`src/rtl/vga_scan_timing.sv`:
```
// VGA raster timing: free-running h/v counters, registered coordinates for the
// drawing stages, and a one-clock output stage that blanks RGB and aligns sync.
module vga_scan_timing #(
  parameter int   H_ACTIVE = 1280,
  parameter int   H_FP     = 48,
  parameter int   H_SYNC   = 112,
  parameter int   H_BP     = 248,
  parameter int   V_ACTIVE = 1024,
  parameter int   V_FP     = 1,
  parameter int   V_SYNC   = 3,
  parameter int   V_BP     = 38,
  parameter logic SYNC_POL = 1'b1
) (
  input  logic        CLK_VGA,
  input  logic        RESET,
  output logic [11:0] VGA_HORZ_COORD,
  output logic [11:0] VGA_VERT_COORD,
  output logic        FRAME_START,
  input  logic [3:0]  VGA_RED_IN,
  input  logic [3:0]  VGA_GREEN_IN,
  input  logic [3:0]  VGA_BLUE_IN,
  output logic [3:0]  VGA_RED,
  output logic [3:0]  VGA_GREEN,
  output logic [3:0]  VGA_BLUE,
  output logic        VGA_HS,
  output logic        VGA_VS
);

  localparam logic [11:0] H_LAST   = 12'(H_ACTIVE + H_FP + H_SYNC + H_BP - 1);
  localparam logic [11:0] V_LAST   = 12'(V_ACTIVE + V_FP + V_SYNC + V_BP - 1);
  localparam logic [11:0] H_ACT    = 12'(H_ACTIVE);
  localparam logic [11:0] V_ACT    = 12'(V_ACTIVE);
  localparam logic [11:0] HS_BEG   = 12'(H_ACTIVE + H_FP);
  localparam logic [11:0] HS_END   = 12'(H_ACTIVE + H_FP + H_SYNC);
  localparam logic [11:0] VS_BEG   = 12'(V_ACTIVE + V_FP);
  localparam logic [11:0] VS_END   = 12'(V_ACTIVE + V_FP + V_SYNC);

  logic [11:0] h_q, h_d, v_q, v_d;
  logic        run_q;
  logic        fs_d, fs_q;
  logic        active, hs0, vs0;
  logic [3:0]  r_q, g_q, b_q;
  logic        hs_q, vs_q;

  // After reset the counters hold at (0,0) for one extra edge so that the
  // first post-reset cycle presents the frame origin with FRAME_START high.
  always_comb begin
    h_d = h_q;
    v_d = v_q;
    if (run_q) begin
      if (h_q == H_LAST) begin
        h_d = 12'd0;
        v_d = (v_q == V_LAST) ? 12'd0 : v_q + 12'd1;
      end else begin
        h_d = h_q + 12'd1;
      end
    end
    fs_d = (h_d == 12'd0) && (v_d == 12'd0);
  end

  always_comb begin
    active = (h_q < H_ACT) && (v_q < V_ACT) && run_q;
    hs0    = ((h_q >= HS_BEG) && (h_q < HS_END)) ? SYNC_POL : ~SYNC_POL;
    vs0    = ((v_q >= VS_BEG) && (v_q < VS_END)) ? SYNC_POL : ~SYNC_POL;
  end

  always_ff @(posedge CLK_VGA) begin
    if (RESET) begin
      h_q   <= 12'd0;
      v_q   <= 12'd0;
      run_q <= 1'b0;
      fs_q  <= 1'b0;
      r_q   <= 4'h0;
      g_q   <= 4'h0;
      b_q   <= 4'h0;
      hs_q  <= ~SYNC_POL;
      vs_q  <= ~SYNC_POL;
    end else begin
      h_q   <= h_d;
      v_q   <= v_d;
      run_q <= 1'b1;
      fs_q  <= fs_d;
      r_q   <= active ? VGA_RED_IN   : 4'h0;
      g_q   <= active ? VGA_GREEN_IN : 4'h0;
      b_q   <= active ? VGA_BLUE_IN  : 4'h0;
      hs_q  <= hs0;
      vs_q  <= vs0;
    end
  end

  assign VGA_HORZ_COORD = h_q;
  assign VGA_VERT_COORD = v_q;
  assign FRAME_START    = fs_q;
  assign VGA_RED        = r_q;
  assign VGA_GREEN      = g_q;
  assign VGA_BLUE       = b_q;
  assign VGA_HS         = hs_q;
  assign VGA_VS         = vs_q;

endmodule

```
`config.mk`:
```
export PLATFORM = sky130hd
export DESIGN_NAME = vga_scan_timing
export DESIGN_NICKNAME = d
export VERILOG_FILES = /design/src/rtl/vga_scan_timing.sv
export SDC_FILE = /design/constraint.sdc
export NUM_CORES = 1
export LEC_CHECK = 0
export CORE_ASPECT_RATIO = 0.9
export CORE_UTILIZATION = 40
export CTS_CLUSTER_DIAMETER = 30
export CTS_CLUSTER_SIZE = 8
export DETAILED_ROUTE_END_ITERATION = 8
export PLACE_DENSITY_LB_ADDON = 0.2
export RECOVER_POWER = 25
export SLEW_MARGIN = 10
export SYNTH_ARGS = -nofsm -noshare
export SYNTH_HDL_FRONTEND = slang
export SYNTH_SLANG_ARGS = --single-unit
export TNS_END_PERCENT = 1
```
`constraint.sdc`:
```
create_clock -name CLK_VGA -period 7.4 [get_ports CLK_VGA]
set_clock_uncertainty 0.2 [all_clocks]
set_input_delay 1.48 -clock CLK_VGA [delete_from_list [all_inputs] [get_ports CLK_VGA]]
set_output_delay 1.48 -clock CLK_VGA [all_outputs]
set_load 0.1 [all_outputs]
```
# Word-level counts from Yosys, hierarchy flattened
# Index checks and enable logic that the tools add are counted.
# word_totals
output_inout_bits	39
elab_cells	36
regBits	40
# classes
magnitude_cmp	6
n_bitwise	1
add_sub_neg	2
reduce_logical	8
n_eq_ne	2
mux	8
# op_table
operator	n
12-bit two-way mux	5
12-bit by 11-bit less-than comparator with 1-bit output, second input constant	4
12-bit by 1-bit adder with 12-bit output, second input constant	2
12-bit by 11-bit equality test with 1-bit output, second input constant	2
12-bit by 11-bit greater-or-equal comparator with 1-bit output, second input constant	2
12-bit logical NOT	2
1-bit logical AND	5
1-bit two-way mux	3
2-bit OR reduction	1
1-bit inverter	1

# Logic depth before layout (Yosys ltp)
# logic_depth
word_depth	6
mapped_depth	8

# Worst setup path before layout
# No wires, ideal clock.
# synth_timing
kind	register -> register
start	register h_q[0], in the netlist VGA_HORZ_COORD[0]
end	register fs_q, in the netlist FRAME_START
required_time_ps	7108
stages_incl_launch_ff	9
n_path_buf	1
t_arrival_ps	3209
setup_ps	92
path_slack_ps	3899
path_cell_list	dfxtp_1 ha_1 and3_1 and4_1 buf_6 a21boi_2 or4b_1 or4_1 nor4_1
# synth_via
elab_chain_len	5
word_cells_on_any_way	9
# synth_rtl
item	line_no	rtl
start, declared	38	logic [11:0] h_q, h_d, v_q, v_d;
start signal, assigned	69	h_q <= 12'd0;
start signal, assigned	79	h_q <= h_d;
12-bit by 1-bit adder with 12-bit output or 12-bit by 11-bit equality test with 1-bit output (tied branches)	55, 51	
12-bit two-way mux	51	if (h_q == H_LAST) begin
12-bit two-way mux	50	if (run_q) begin
12-bit logical NOT	58	fs_d = (h_d == 12'd0) && (v_d == 12'd0);
1-bit logical AND (*)	58	
end signal, assigned	82	fs_q <= fs_d;
end, declared	40	logic fs_d, fs_q;
# Every way passes the cells marked *; elsewhere a longest branch is shown, timed or not.
# A chain may end at the register's enable or synchronous reset.

==> results.py <==
metrics = {
    "clock_network": {
        "cts-resized-gates": 0,
        "cts_root_buffer": "clkbuf_8",
        "cts_buffer_depth": 2,
        "cts_sinks": 40,
        "htree_levels": 2,
        "cts_tree": "done",
        "clk_latency_ns": 0.29,
        "clkTransAtPathRegs_ns": 0.08,
        "cts_buffers": 5,
        "postCtsSetupBuffers": 0,
        "hold_buffers": 0,
    },
    "setup_path": {
        "timing.rr.start": "VGA_HORZ_COORD[0]$_SDFF_PP0_",
        "slowest_delay_ns": 0.67,
        "worst_setup_path_start_kind": "input port",
        "crit_type": "in -> reg",
        "crit_chain": "dlygate4sd3_1 > clkbuf_1 > or4b_1 > or4_1 > nor4_1",
        "critPathRequiredTime_ns": 7.39,
        "end_kind": "flip-flop",
        "cp.arrival_ns": 3.93,
        "critPathMaxFanout": 27,
        "slowest_stage": "or4b_1",
        "crit_start": "RESET",
    },
    "power_and_ir_drop": {
        "p_per_area_nw_per_um2": 167,
        "leakage_nw": 0.948,
        "peakVddDrop_mv": 0.0964,
    },
    "sta": {
        "relSlewSlack_pct": 22.6,
        "worst_pin_slew_ns": 1.16,
        "finalHoldViolations": 0,
        "rsz0062_at_grt": "no",
        "timing.setup.tns_ns": 0,
        "slew_violations": 0,
        "fin_ws_ns": 3.46,
        "timing.final.crit_share_pct": 53.2,
        "final.min_clock_period_ns": 3.94,
        "setup_violations": 0,
        "max_freq_mhz": 254,
    },
    "final_layout": {
        "n_fill_cell": 483,
        "stdcell_count": 359,
        "drive_gt1_share_pct": 5.44,
        "area_growth_pct": 30.5,
        "n_antenna_cell": 0,
        "fin_nets": 312,
    },
    "drt": {
        "wl_per_cell_um": 13.0,
        "vias_per_cell": 5.21,
        "postRouteAntennaNets": 0,
        "drc_errors": 0,
        "first_pass_iters": 4,
        "wl_mm": 4.68,
        "drtIter0Drc": 114,
        "via_count": 1869,
    },
    "die": {
        "start_util_pct": 42.1,
        "dieWidth_um": 77.9,
        "die_h_um": 70.3,
        "core_area_um2": 4920,
        "die-area_um2": 5480,
        "num_rows": 24,
        "boundaryPins": 53,
    },
    "synth": {
        "yosys_warnings": 0,
        "synth_seq_area_share_pct": 38.6,
        "synth_fp_nets": 269,
        "netlist_area_um2": 2080,
        "yosys-top-cells-area": "dfxtp_1 39%, nor2_1 5.2%, and2_1 4.5%, xnor2_1 4.2%, xor2_1 3.8%",
        "synth_largest_area_cell": "dfxtp_1",
        "netlist-cell-type-count": 42,
        "yosysMostFrequentCell": "dfxtp_1",
        "synthDominantCellAreaShare_pct": 38.6,
        "synth_ff_type": "dfxtp_1",
        "synthArstFlopShare_pct": 0,
        "ys_ff_latch": 40,
        "synth_common_cells": "40 x dfxtp_1, 29 x nor2_1, 15 x and2_1, 14 x nand2_1, 14 x nor3_1",
        "synth_edf_count": 0,
        "synthCells": 250,
        "avgSynthCellArea_um2": 8.30,
    },
    "placed_design": {
        "place_congestion": 0.793,
        "dp_slack_ns": 3.69,
        "portBuffers": 52,
        "dpl.cell_count": 351,
        "hpwl_mm": 3.39,
    },
    "global_route": {
        "grtUsageTotal_pct": 17.9,
        "antenna_found_initial": 0,
        "grt_pass1_wl_mm": 7.77,
        "grt-ovfl-total": 0,
        "grt_pass1_vias": 1710,
        "grt_max_degree": 28,
    },
    "status": {
        "status": "finished clean",
    },
    "hold_path": {
        "hold_path.class": "reg -> reg",
        "min-delay-start": "VGA_HORZ_COORD[0]$_SDFF_PP0_",
    },
    "job": {
        "max_cap_violations": 0,
    },
}
==> critical path: cells and delay by family <==
family        cells  cell delay [ns]
buf+inv           2             1.00
simple gates      3             1.46
==> layout by cell type (no fill, tap or decap), drive strengths merged, types with 3 or more instances in the layout <==
| cell type | instances |
|---|---|
| clkdlybuf4s50 | 51 |
| dfxtp | 40 |
| nor2 | 29 |
| and2 | 15 |
| nor3 | 15 |
| nand2 | 14 |
| nand3 | 12 |
| a21oi | 11 |
| inv | 10 |
| xnor2 | 10 |
| o21ai | 9 |
| xor2 | 9 |
| nand4 | 7 |
| nor4 | 7 |
| clkbuf | 6 |
| ha | 5 |
| a31oi | 4 |
| and3 | 4 |
| or4 | 3 |
| or3 | 3 |
| o21a | 3 |
| and4 | 3 |
==> state kept, by name, indices dropped and copies added (netlist names) <==
name,flops
VGA_RED,4
VGA_HS,1
VGA_HORZ_COORD,12
VGA_BLUE,4
run_q,1
VGA_VERT_COORD,12
VGA_GREEN,4
VGA_VS,1
FRAME_START,1
==> power breakdown <==
group | leakage (nW) | switching [W] | internal (W)
registers | 0.325 | 0.00000348 | 0.000219
clock network | 0.0541 | 0.0000763 | 0.0000998
logic | 0.569 | 0.0000379 | 0.0000168
total | 0.948 | 0.000118 | 0.000336
==> metal layers <==
metal | share of wire (%) | vias up | wire length (µm) | track usage (%)
met5 | 0 | - | 0 | 0
met4 | 1.2 | 0 | 57 | 5.97
met3 | 8.5 | 6 | 396 | 6.27
met2 | 43 | 68 | 2000 | 26.5
met1 | 48 | 835 | 2230 | 24.2
li1 | - | 960 | - | -
==> path summary, 6_finish.rpt <==
kind	endpoint	cells after the start	slack [ns]
min reg2reg	VGA_HORZ_COORD[0]$_SDFF_PP0_	2	0.39
max reg2reg	FRAME_START$_SDFF_PP0_	7	4.26
max	FRAME_START$_SDFF_PP0_	5	3.46
min	VGA_HORZ_COORD[0]$_SDFF_PP0_	2	0.39
==> final cells by class <==
class                           instances  area [µm²]  area share, %
Tap cell                               65        81.3           3.00
Sequential cell                        40         801           29.6
Clock buffer                            5        68.8           2.54
Timing Repair Buffer                   53         524           19.4
Inverter                               10        37.5           1.39
Multi-Input combinational cell        183        1150           42.6
Clock inverter                          3        42.5           1.57
==> stage by stage <==
stage | area [µm²] | hold WS [ns] | util [%] | power (W)
after floorplan | 2080 | 0.343 | - | 0.000266
after global placement | 2600 | 0.361 | 52.8 | 0.000283
after detailed placement | 2600 | 0.376 | 52.8 | 0.000283
after CTS | 2710 | 0.393 | 55.1 | 0.000459
after global routing | 2710 | 0.438 | 55.0 | 0.000473
final | 2710 | 0.388 | 55.0 | 0.000453
==> logic make-up (layout without fill, tap and decap cells) <==
kind of cell / count (synthesis) / in the layout / share of synthesized area, %
XOR/XNOR: 19 / 19 / 8.02
adder cells (fa/ha/maj): 5 / 5 / 3.01
buffers and inverters: 27 / 71 / 5.85
flip-flops: 40 / 40 / 38.6
multiplexers: 4 / 4 / 2.05
AND/OR/NAND/NOR: 120 / 120 / 32.2
AO/OA/AOI/OAI: 35 / 35 / 10.2
(Power assumes the default switching activity.)
